## src/rtl/decoder_sweep_checker_pkg.sv

```systemverilog
// Shared definitions for the decoder sweep checker: FSM states, MISR
// constants and bus widths.
package dsc_pkg;

    localparam int unsigned IDX_W = 14;
    localparam int unsigned VEC_W = 130;
    localparam int unsigned CNT_W = 15;

    localparam logic [31:0] SIG_SEED = 32'hFFFF_FFFF;
    localparam logic [31:0] SIG_POLY = 32'h04C1_1DB7;

    typedef enum logic [1:0] {
        ST_IDLE,
        ST_RUN,
        ST_DONE
    } state_t;

endpackage

```

## src/rtl/decoder_sweep_checker_misr.sv

```systemverilog
// One MISR step: fold the 130-bit decoder vector and its index into 32 bits,
// then advance the CRC-32 style LFSR. Purely combinational.
module dsc_misr_step
    import dsc_pkg::*;
(
    input  logic [31:0]      i_sig,
    input  logic [IDX_W-1:0] i_idx,
    input  logic [VEC_W-1:0] i_vec,
    output logic [31:0]      o_sig
);

    logic [31:0] w_fold;

    // Fold the vector into one word and shift the signature by one LFSR step
    always_comb begin
        w_fold = i_vec[31:0] ^ i_vec[63:32] ^ i_vec[95:64] ^ i_vec[127:96]
               ^ {i_vec[129:128], 16'h0000, i_idx};
        o_sig  = {i_sig[30:0], 1'b0} ^ (i_sig[31] ? SIG_POLY : '0) ^ w_fold;
    end

endmodule

```

## config.mk

```make
export PLATFORM = sky130hd
export DESIGN_NAME = dsc_misr_step
export DESIGN_NICKNAME = d
export VERILOG_FILES = /design/src/rtl/decoder_sweep_checker_pkg.sv /design/src/rtl/decoder_sweep_checker_misr.sv
export SDC_FILE = /design/constraint.sdc
export NUM_CORES = 1
export LEC_CHECK = 0
export ABC_AREA = 1
export BUFFER_PORTS_ARGS = -buffer_cell sky130_fd_sc_hd__buf_2
export CAP_MARGIN = 10
export CORE_MARGIN = 1
export CORE_UTILIZATION = 29
export DETAILED_ROUTE_END_ITERATION = 16
export PLACE_DENSITY = 0.64
export SYNTH_ARGS = -nofsm -noshare
export SYNTH_HDL_FRONTEND = slang
export SYNTH_SLANG_ARGS = --single-unit
```

## constraint.sdc

```tcl
create_clock -name vclk -period 1
set_input_delay 0.2 -clock vclk [all_inputs]
set_output_delay 0.2 -clock vclk [all_outputs]
set_load 0.005 [all_outputs]
```

==> impl_metrics.yaml, run 1 <==
status:
  outcome: "finished, violations left"
  violations: "setup timing"
timing:
  whs_ps: 764
  slew_violations: 0
  setup_viol_count_final: 27
  relSlewSlack_pct: 85.8
  fmax_mhz: 812
  timing.final.crit_share_pct: 123
  fin_ws_ps: -231
  setup_tns_ps: -2790
  min_period_ps: 1230
  tightest_slew_ps: 211
  finalHoldViolations: 0
  rsz0062_at_grt: "yes"
route:
  wl_mm: 8.01
  dr_total_vias: 3635
  first_iter_violations: 46
  drc: 0
  ant_nets: 0
  drtPass1Iterations: 4
  vias_per_cell: 4.38
  avgRoutedWirePerCell_um: 9.65
synthesis:
  ys_types: 10
  yosys_warnings: 0
  synth_nets: 691
  syn-instance-count: 515
  syn-mean-instance-area_sq_um: 4.95
  synth_area_sq_um: 2550
  yosysSeqAreaShare_pct: 0
die:
  fp.dieW_um: 95.8
  core_area_sq_um: 8380
  die_h_um: 95.8
  initial_core_util_pct: 30.4
  rows: 33
  dieArea_sq_um: 9180
  ios: 208
placement:
  dpl.hpwl_mm: 6.47
  dpl_worst_slack_ps: -294
  place.gp.congestion: 0.720
  placed_cell_area_sq_um: 3720
  io_buffers: 208
global_route:
  grt_pass1_vias: 3061
  grt_max_degree: 10
  track_usage_pct: 14.9
  grt_pass1_wl_mm: 11.4
  antenna_found_initial: 1
  grt_overflow: 0
finish:
  finish.utilization_pct: 53.5
  clkbuf_count: 0
  area_growth_pct: 75.8
  drive_gt1_share_pct: 37.7
  fin_nets: 902
  final_area_sq_um: 4490
  seq_cell_count: 0
  seqCellArea_sq_um: 0
setup_path:
  crit_required_ps: 800
  worstPathMaxFanout: 6
  startpoint_type: "input port"
  arrival_ps: 1030
  cp_slowest_stage_delay_ps: 140
  setup.worst_path.end_class: "output pin"
  crit_type: "in2out"
  slowest_stage: "buf_8"
  cp_cell_sequence: "buf_12 -> buf_8 -> nand2_2 -> inv_1 -> nor2_1 -> nand2_1 -> nand2_2 -> nand2_1 -> inv_1 -> nor2_1 -> buf_2"
power_and_ir_drop:
  power_frac_comb_pct: 100.0
  net-switching-power_w: 0.00102
  powerDensity_nw_per_um2: 494
  internal_power_w: 0.00120
  sw_frac_of_total_pct: 46.0
  p_leak_nw: 2.84
  pwr-share-clk_pct: 0
  pwr-share-seq_pct: 0
  vdd_drop_max_v: 0.000299
worst_hold_path:
  hp-class: "in2out"
  hold_end: "o_sig[29]"
  holdPathStages: 5
  hp-start: "i_vec[29]"
run:
  drv_cap: 0
## metal layers
layer,wire (um),global-route usage [%],vias to the layer above
met3,775,3.55,6
li1,-,-,1926
met2,4550,34.6,135
met4,57,1.12,0
met1,2620,12.5,1568
met5,0,0,-
## kinds of logic after synthesis
group | synth area share (%)
xor+xnor | 31.2
buf+inv | 12.8
simple gates | 56.0
## worst max path at each step
stage | from | slack (ps) | endpoint | cells past startpoint
detailed placement | i_sig[31] | -290 | o_sig[5] | 11
global placement | i_sig[31] | -280 | o_sig[2] | 11
CTS | i_sig[31] | -220 | o_sig[5] | 11
floorplan | i_sig[31] | -50 | o_sig[10] | 9
finish | i_sig[31] | -230 | o_sig[5] | 11
global route | i_sig[31] | -320 | o_sig[2] | 10
## power by group through the flow
stage	registers, W	clock network, W	logic [W]
finish	0	0.000000000134	0.00222
detailed placement	0	0	0.00185
floorplan	0	0	0.00104
global route	0	0.000000000134	0.00249
global placement	0	0	0.00178
CTS	0	0	0.00204
## cell usage in the layout, fill, tap and decap left out
cell	Yosys	final
inv_1	75	70
inv_4	0	1
nor2_1	36	27
inv_2	1	5
diode_2	0	1
nand3b_1	32	32
nand2_2	5	10
buf_16	0	1
xnor2_1	57	30
nand2_4	0	4
xnor2_4	0	3
buf_2	0	159
nand2_1	272	263
xor2_2	0	5
buf_8	2	17
xnor2_2	0	24
nor2_4	0	2
buf_6	1	33
xor2_1	34	29
nor2_2	0	7
buf_12	0	2
## Yosys cell counts, drive strengths merged
cell type    n  share of area (%)
nand2      277                 41
inv         76                 11
xnor2       57                 20
nor2        36                5.3
xor2        34                 12
nand3b      32                9.4
buf          3                1.6
## worst max-delay path: cells and delay by family
family	cells	cell delay, ps
buffers and inverters	5	470
AND/OR/NAND/NOR	6	360
## final cells by class
| cell class | instances | area (sq um) |
|---|---|---|
| diodes | 1 | 2.50 |
| fillers | 811 | 3900 |
| inverters | 76 | 288 |
| multi-input cells | 436 | 2570 |
| well taps | 105 | 131 |
| repair buffers | 212 | 1490 |
## stage by stage
step	total power, W	std cells
3_3_place_gp	0.00178	828
3_5_place_dp	0.00185	828
4_1_cts	0.00204	829
2_1_floorplan	0.00104	515
6_report	0.00222	830
5_1_grt	0.00249	830
## what timing repair did
item,CTS,global route
hold buffers,0,0
setup buffers,0,0
gates resized for setup,73,72
endpoints found under the setup margin,30,32
gates cloned,1,0
pin swaps,97,94
hold endpoints to repair,0,0
No activity file was read; power rests on OpenSTA's default activity.
==> run 2, diff against run 1 <==
- SKIP_LAST_GASP: default -> 1
==> impl_metrics.yaml, run 2 (synthesis gave the netlist of run 1 again) <==
status:
  outcome: "finished, violations left"
  violations: "setup timing"
finish:
  seqCellArea_sq_um: 0
  area_growth_pct: 75.3
  final_cell_mix: "263 x nand2_1, 159 x buf_2, 71 x inv_1"
  clkbuf_count: 0
  seq_cell_count: 0
  fin_cells: 830
  fin_nets: 902
  finish.utilization_pct: 53.4
  fillers: 814
  layout_commonest_cell: "nand2_1"
  drive_gt1_share_pct: 37.4
placement:
  io_buffers: 208
  dpl_worst_slack_ps: -294
  dpl.hpwl_mm: 6.47
  dp.cells: 828
  place.gp.congestion: 0.720
setup_path:
  cp_cell_sequence: "buf_12 -> buf_8 -> nand2_2 -> inv_1 -> nor2_1 -> nand2_1 -> nand2_2 -> nand2_1 -> inv_1 -> nor2_1 -> buf_2"
  slowest_stage: "buf_8"
  crit_family: "buffers and inverters"
  setup.worst_path.end_class: "output pin"
  crit_type: "in2out"
  crit_required_ps: 800
  startpoint_type: "input port"
  arrival_ps: 1030
  worst-path-stages: 11
  path_buf_inv: 5
  cp_slowest_stage_delay_ps: 140
  worstPathMaxFanout: 6
route:
  drtPass1Iterations: 4
  vias_per_cell: 4.35
  wl_mm: 7.90
  first_iter_violations: 40
  drc: 0
  avgRoutedWirePerCell_um: 9.51
  ant_nets: 0
  dr_total_vias: 3614
timing:
  relSlewSlack_pct: 85.8
  fin_ws_ps: -231
  timing.final.crit_share_pct: 123
  finalHoldViolations: 0
  min_period_ps: 1230
  setup_tns_ps: -2690
  fmax_mhz: 812
  tightest_slew_ps: 211
  rsz0062_at_grt: "yes"
  setup_viol_count_final: 25
  slew_violations: 0
die:
  ios: 208
  fp.dieW_um: 95.8
  die_h_um: 95.8
  rows: 33
  core_area_sq_um: 8380
  initial_core_util_pct: 30.4
  dieArea_sq_um: 9180
global_route:
  grt_max_degree: 10
  grt_pass1_vias: 3061
  grt_overflow: 0
  track_usage_pct: 14.9
  antenna_found_initial: 1
  grt_pass1_wl_mm: 11.4
worst_hold_path:
  holdPathStages: 5
  hp-class: "in2out"
run:
  drv_cap: 0
power_and_ir_drop:
  vdd_drop_max_v: 0.000298
  powerDensity_nw_per_um2: 493
  total_power_w: 0.00221
  p_leak_nw: 2.84
clock_tree:
  postCtsSetupBuffers: 0
  cts_hold_buf: 0
run 2: path summary, 6_finish.rpt:
check	end	slack, ps	startpoint
worst max-delay path	o_sig[5]	-230	i_sig[31]
worst min-delay path	o_sig[20]	760	i_vec[20]
run 2: what timing repair did:
action	CTS	global route
resized for setup	72	68
gates cloned	1	0
pin swaps	97	94
endpoints found under the setup margin	30	32
run 2: per-layer routing:
metal | vias up | share of wire, % | global-route usage, %
li1 | 1925 | - | -
met1 | 1548 | 33 | 12.5
met2 | 135 | 56 | 34.6
met3 | 6 | 9.7 | 3.55
met4 | 0 | 0.63 | 1.12
met5 | - | 0 | 0
run 2: layout make-up:
| type | count | area (sq um) | share of cell area, % |
|---|---|---|---|
| Inverter | 76 | 288 | 6.44 |
| Tap cell | 105 | 131 | 2.94 |
| Antenna cell | 1 | 2.50 | 0.0560 |
| Multi-Input combinational cell | 436 | 2570 | 57.5 |
| Timing Repair Buffer | 212 | 1480 | 33.1 |
run 2: tightest hold or removal path: cells and delay by family:
kind                   cells  cell delay, ps
XOR/XNOR                   1              60
buffers and inverters      2             220
AND/OR/NAND/NOR            2             100
run 2: through the flow:
step	hold WS, ps	area, sq um
6_report	765	4470
3_5_place_dp	763	3720
3_3_place_gp	749	3720
4_1_cts	763	4130
5_1_grt	783	4470
2_1_floorplan	550	2550
run 2: where the power goes:
part	internal (W)	total [W]	switching, W
Sequential	0	0	0
Clock	0.000000000134	0.000000000134	0
Combinational	0.00119	0.00221	0.00101
Total	0.00119	0.00221	0.00101
